$ cat src/rtl/bram_fill_writer.sv
// bram_fill_writer: fills a contiguous window of a dual-port BRAM with an arithmetic
// sequence SEED + k*STEP, two words per clock (port A even offsets, port B odd offsets).
// Latency: first write is visible one cycle after start; done follows the last write by one cycle.
// Backpressure: none by default; with BRAM_FILL_HOLD_EN defined, hold=1 pauses the sequence in WRITE.
//
// Ports:
//   clk, rst        clock (rising edge) and asynchronous active-low reset
//   start           one-cycle request pulse, accepted in IDLE or DONE, ignored in WRITE
//   hold            (only with BRAM_FILL_HOLD_EN) freezes the write sequence while high
//   addr_a/data_a/we_a, addr_b/data_b/we_b   RAM write ports
//   busy            high while the window is being written
//   done, error     completion / window-overflow flags, sticky until the next accepted start
//   display_value   last word written, sized to 16 bits
//
// Optional feature macro: BRAM_FILL_HOLD_EN (adds the hold input).

module bram_fill_writer #(
  parameter int                ADDR_W    = 10,
  parameter int                DATA_W    = 16,
  parameter int                BASE_ADDR = 0,
  parameter int                LEN       = 16,
  parameter logic [DATA_W-1:0] SEED      = 'h0001,
  parameter logic [DATA_W-1:0] STEP      = 'h0003
) (
  input  logic              clk,
  input  logic              rst,
  input  logic              start,
`ifdef BRAM_FILL_HOLD_EN
  input  logic              hold,
`endif
  output logic [ADDR_W-1:0] addr_a,
  output logic [DATA_W-1:0] data_a,
  output logic              we_a,
  output logic [ADDR_W-1:0] addr_b,
  output logic [DATA_W-1:0] data_b,
  output logic              we_b,
  output logic              busy,
  output logic              done,
  output logic              error,
  output logic [15:0]       display_value
);

  // Remaining-word counter must represent LEN = 2^ADDR_W, hence one extra bit.
  localparam int                CNT_W  = ADDR_W + 1;
  localparam logic [CNT_W-1:0]  LEN_C  = CNT_W'(LEN);
  localparam logic [ADDR_W-1:0] BASE_C = ADDR_W'(BASE_ADDR);
  // Each cycle advances both ports by two offsets, so the accumulators step by 2*STEP.
  localparam logic [DATA_W-1:0] STEP2  = {STEP[DATA_W-2:0], 1'b0};
  // Window that runs past the end of the RAM is rejected up front, before any write.
  localparam bit                OVF    =
    (longint'(BASE_ADDR) + longint'(LEN)) > (longint'(1) << ADDR_W);

  typedef enum logic [1:0] {
    S_IDLE  = 2'd0,
    S_WRITE = 2'd1,
    S_DONE  = 2'd2
  } state_t;

  state_t              state_q, state_d;
  logic [CNT_W-1:0]    rem_q, rem_d;       // words still to write, counting the pair on the ports
  logic [ADDR_W-1:0]   addr_a_q, addr_a_d;
  logic [DATA_W-1:0]   data_a_q, data_a_d; // port A data doubles as the even-offset accumulator
  logic                we_a_q, we_a_d;
  logic [ADDR_W-1:0]   addr_b_q, addr_b_d;
  logic [DATA_W-1:0]   data_b_q, data_b_d; // port B data doubles as the odd-offset accumulator
  logic                we_b_q, we_b_d;
  logic                busy_q, busy_d;
  logic                done_q, done_d;
  logic                error_q, error_d;
  logic [15:0]         disp_q, disp_d;
  logic                hold_w;

`ifdef BRAM_FILL_HOLD_EN
  assign hold_w = hold;
`else
  assign hold_w = 1'b0;
`endif

  always_comb begin
    state_d  = state_q;
    rem_d    = rem_q;
    addr_a_d = addr_a_q;
    data_a_d = data_a_q;
    we_a_d   = 1'b0;
    addr_b_d = addr_b_q;
    data_b_d = data_b_q;
    we_b_d   = 1'b0;
    busy_d   = busy_q;
    done_d   = done_q;
    error_d  = error_q;
    disp_d   = disp_q;

    case (state_q)
      S_IDLE, S_DONE: begin
        if (start) begin
          done_d  = 1'b0;
          error_d = 1'b0;
          disp_d  = 16'h0000;
          if (OVF) begin
            state_d = S_DONE;
            busy_d  = 1'b0;
            done_d  = 1'b1;
            error_d = 1'b1;
          end else begin
            // Present offsets 0/1 immediately so the first write lands the cycle after start.
            state_d  = S_WRITE;
            busy_d   = 1'b1;
            rem_d    = LEN_C;
            addr_a_d = BASE_C;
            data_a_d = SEED;
            we_a_d   = 1'b1;
            if (LEN_C >= CNT_W'(2)) begin
              addr_b_d = BASE_C + ADDR_W'(1);
              data_b_d = SEED + STEP;
              we_b_d   = 1'b1;
            end
          end
        end
      end

      S_WRITE: begin
        if (rem_q <= CNT_W'(2)) begin
          // The pair on the ports this cycle was the final one. With one word left the
          // last offset sat on port A, otherwise on port B.
          state_d = S_DONE;
          busy_d  = 1'b0;
          done_d  = 1'b1;
          disp_d  = (rem_q == CNT_W'(1)) ? 16'(data_a_q) : 16'(data_b_q);
        end else if (hold_w) begin
          // The presented pair has already been written; keep it on the ports, idle.
          we_a_d = 1'b0;
          we_b_d = 1'b0;
        end else begin
          rem_d    = rem_q - CNT_W'(2);
          addr_a_d = addr_a_q + ADDR_W'(2);
          data_a_d = data_a_q + STEP2;
          we_a_d   = 1'b1;
          // On an odd-length tail port B keeps its last address/data and stays disabled.
          if (rem_q >= CNT_W'(4)) begin
            addr_b_d = addr_b_q + ADDR_W'(2);
            data_b_d = data_b_q + STEP2;
            we_b_d   = 1'b1;
          end
        end
      end

      default: begin
        state_d = S_IDLE;
        busy_d  = 1'b0;
      end
    endcase
  end

  always_ff @(posedge clk or negedge rst) begin
    if (!rst) begin
      state_q  <= S_IDLE;
      rem_q    <= '0;
      addr_a_q <= '0;
      data_a_q <= '0;
      we_a_q   <= 1'b0;
      addr_b_q <= '0;
      data_b_q <= '0;
      we_b_q   <= 1'b0;
      busy_q   <= 1'b0;
      done_q   <= 1'b0;
      error_q  <= 1'b0;
      disp_q   <= '0;
    end else begin
      state_q  <= state_d;
      rem_q    <= rem_d;
      addr_a_q <= addr_a_d;
      data_a_q <= data_a_d;
      we_a_q   <= we_a_d;
      addr_b_q <= addr_b_d;
      data_b_q <= data_b_d;
      we_b_q   <= we_b_d;
      busy_q   <= busy_d;
      done_q   <= done_d;
      error_q  <= error_d;
      disp_q   <= disp_d;
    end
  end

  assign addr_a        = addr_a_q;
  assign data_a        = data_a_q;
  assign we_a          = we_a_q;
  assign addr_b        = addr_b_q;
  assign data_b        = data_b_q;
  assign we_b          = we_b_q;
  assign busy          = busy_q;
  assign done          = done_q;
  assign error         = error_q;
  assign display_value = disp_q;

endmodule

$ cat config.mk
export PLATFORM = sky130hd
export DESIGN_NAME = bram_fill_writer
export DESIGN_NICKNAME = d
export VERILOG_FILES = /design/src/rtl/bram_fill_writer.sv
export SDC_FILE = /design/constraint.sdc
export NUM_CORES = 1
export LEC_CHECK = 0
export ABC_CLOCK_PERIOD_IN_PS = 3800
export CAP_MARGIN = 20
export CORE_UTILIZATION = 45
export CTS_BUF_LIST = sky130_fd_sc_hd__clkbuf_4 sky130_fd_sc_hd__clkbuf_8
export DETAILED_ROUTE_END_ITERATION = 8
export GPL_ROUTABILITY_DRIVEN = 0
export MAX_ROUTING_LAYER = met4
export PLACE_DENSITY_LB_ADDON = 0.05
export SYNTH_ARGS = -nofsm -noshare
export SYNTH_HDL_FRONTEND = slang
export SYNTH_SLANG_ARGS = --single-unit
$ cat constraint.sdc
create_clock -name clk -period 3.8 [get_ports clk]
set_input_delay 0.76 -clock clk [delete_from_list [all_inputs] [get_ports clk]]
set_output_delay 0.76 -clock clk [all_outputs]
set_load 0.02 [all_outputs]
==> results.cfg <==
[critical_path]
crit_type = reg2reg
worstPathArrival_ns = 2.69
rr_worst_depth = 5
crit_path_start = rem_q[8]$_DFFE_PN0P_
required_ns = 4.03
r2r_start = rem_q[8]$_DFFE_PN0P_
path_max_fanout = 32
crit_path_start_kind = register
cp-end-kind = register

[pwr]
pwr-share-clk_pct = 18.4
vdd.ir_drop.worst_uv = 360
p_per_area_nw_per_um2 = 800
power.share.switching_pct = 42.3
p_int_mw = 2.34
netSwitchingPower_mw = 1.72
seqPwrFrac_pct = 36.4
power.leakage_nw = 2.03
pwr-share-comb_pct = 45.1

[min_path]
min_path_type = in2async

[place]
io_buffers = 72
place_inst = 572
post-dp-hpwl_um = 6460
dp_slack_ns = 1.17

[final_layout]
mostFrequentLayoutCell = dfrtp_1
antenna-diode-count = 0
fillers = 779
instances_no_fill = 585
multi_input_area_um2 = 1850
final_cell_mix = dfrtp_1, clkdlybuf4s50_1, nand2_1
synthToLayoutAreaGrowth_pct = 24.1
layout-drive-gt1-share_pct = 8.18
final-seq-area_um2 = 2050
nets = 484

[synth]
syn_area_um2 = 4090
async_flop_share_pct = 100
syn-instance-count = 408
synth_top_flop_cell = dfrtp_1
synth.distinct_cells = 51
seq_area_frac_synth_pct = 50.2
synthTopCellsByArea = dfrtp_1, o31ai_1, nand2_1, or4_1, a21oi_1
synth_top_area_cell = dfrtp_1
synth_edf_count = 0
yosysWarnings = 0
yosysTopAreaCellShare_pct = 50.2
ys_ff_latch = 82
syn-mean-instance-area_um2 = 10.0

[cts]
ctsHoldBuffers = 0
cts_setup_buffers = 0
max-clock-path-buffers = 2
clkSinkCount = 82
cts_tree = yes
clkLatencyLatePin_ns = 0.35
h-tree-depth = 3
ctsResizeCount = 0
clkTransAtPathRegs_ns = 0.08
cts_root_buffer = clkbuf_8
cts_made_buffers = 9

[timing]
tightest_slew_ns = 0.974
rsz0062_at_grt = false
period_share_pct = 64.6
fmax_mhz = 408
final-hold-violation-count = 0
fin_skew_ns = 0.0141
slew_violations = 0
fin_crit_ns = 2.45
setup_viol = 0
relSlewSlack_pct = 35.0
fin_tns_setup_ns = 0
fin_ws_ns = 1.35

[floorplan]
die-height_um = 97.3
initial_utilization_pct = 46.7
rows = 34
die_area_um2 = 9470
core_um2 = 8760
io_pins = 76
die_w_um = 97.3

[routing]
viasPerCell = 5.94
via_count = 3473
drt_iter0_markers = 132
drc = 0
routedWlPerCell_um = 16.5
first_pass_iters = 4
drt-total-wl_um = 9670
ant_nets = 0

[global_routing]
antenna_found_initial = 0
grt_overflow = 0
grt_pass1_wl_um = 16200
grt_max_degree = 37
grt_pass1_vias = 3206
gr-usage-all-layers_pct = 21.8

[job]
max-cap-violations = 0

[status]
status = complete, no violations
cell families after synthesis:
logic type	count (synthesis)	synth area share [%]
XOR/XNOR	1	0.214
multiplexers	7	1.71
adder cells (fa/ha/maj)	6	1.84
other	1	0.0917
buffers and inverters	35	4.89
flip-flops	82	50.2
AO/OA/AOI/OAI	119	19.4
AND/OR/NAND/NOR	157	21.7
synth_stat cells, types with 2 or more instances:
library cell / n
dfrtp_1: 82
nand2_1: 53
o31ai_1: 32
or4_1: 26
a21oi_1: 25
nand3_1: 19
o21ai_1: 16
o21ai_0: 15
nand4_1: 10
clkbuf_1: 9
inv_1: 9
nor2_1: 9
or3_1: 9
a21oi_2: 8
buf_2: 7
mux2i_1: 7
ha_1: 6
buf_6: 5
nand2b_1: 5
o211ai_1: 4
a31oi_1: 3
and2_1: 3
and3_1: 3
and4_1: 3
buf_4: 3
nor2b_1: 3
o311ai_0: 3
a21o_1: 2
and4b_1: 2
nor3_1: 2
nor4b_1: 2
o2111ai_1: 2
o22ai_1: 2
or4_4: 2
critical path: stages (launching register included):
cell	delay, ns
dfrtp_1	0.40
or4_4	0.63
o31ai_4	0.53
buf_4	0.39
nand2_1	0.12
a31o_1	0.26
routing by layer:
| metal | track usage (%) | vias to the layer above | wire length [µm] |
|---|---|---|---|
| met5 | - | - | 0 |
| met4 | 6.67 | 0 | 60 |
| met3 | 4.10 | 4 | 477 |
| met2 | 31.5 | 85 | 4280 |
| met1 | 31.3 | 1714 | 4850 |
| li1 | - | 1670 | - |
sequential cells by signal, indices dropped and copies added (netlist names), 2 cells and up:
name,flops
state_q,2
rem_q,10
data_a,16
display_value,16
addr_a,9
data_b,15
addr_b,10
stage by stage:
step	hold slack [ns]	total power, mW	instance area [µm²]	utilization, %
finish	0.352	4.06	5070	57.9
global route	0.373	4.33	5070	57.9
CTS	0.361	4.08	5070	57.9
detailed placement	0.470	3.33	4850	55.3
global placement	0.457	3.29	4850	55.3
floorplan	0.464	2.69	4100	-
final cells by class:
class / instances / area share (%)
well taps: 108 / 2.66
multi-input cells: 293 / 36.4
repair buffers: 80 / 15.3
flip-flops and latches: 82 / 40.4
clock inverters: 3 / 1.78
clock buffers: 10 / 2.71
inverters: 9 / 0.666
final timing paths:
path | to | slack [ns]
min reg2reg | data_a[0]$_DFFE_PN0P_ | 0.49
max in group asynchronous | rem_q[10]$_DFFE_PN0P_ | 2.73
min | display_value[12]$_DFFE_PN0P_ | 0.35
min in group clk | data_a[0]$_DFFE_PN0P_ | 0.49
max reg2reg | addr_b[2]$_DFFE_PN0P_ | 1.35
max | addr_b[2]$_DFFE_PN0P_ | 1.35
power by group through the flow:
| stage | Combinational, mW | Sequential [mW] | Clock, mW |
|---|---|---|---|
| CTS | 1.84 | 1.48 | 0.763 |
| detailed placement | 1.84 | 1.49 | 0 |
| global placement | 1.80 | 1.49 | 0 |
| global route | 2.01 | 1.54 | 0.790 |
| finish | 1.83 | 1.48 | 0.748 |
| floorplan | 1.01 | 1.68 | 0 |
No activity file was read; power rests on OpenSTA's default activity.
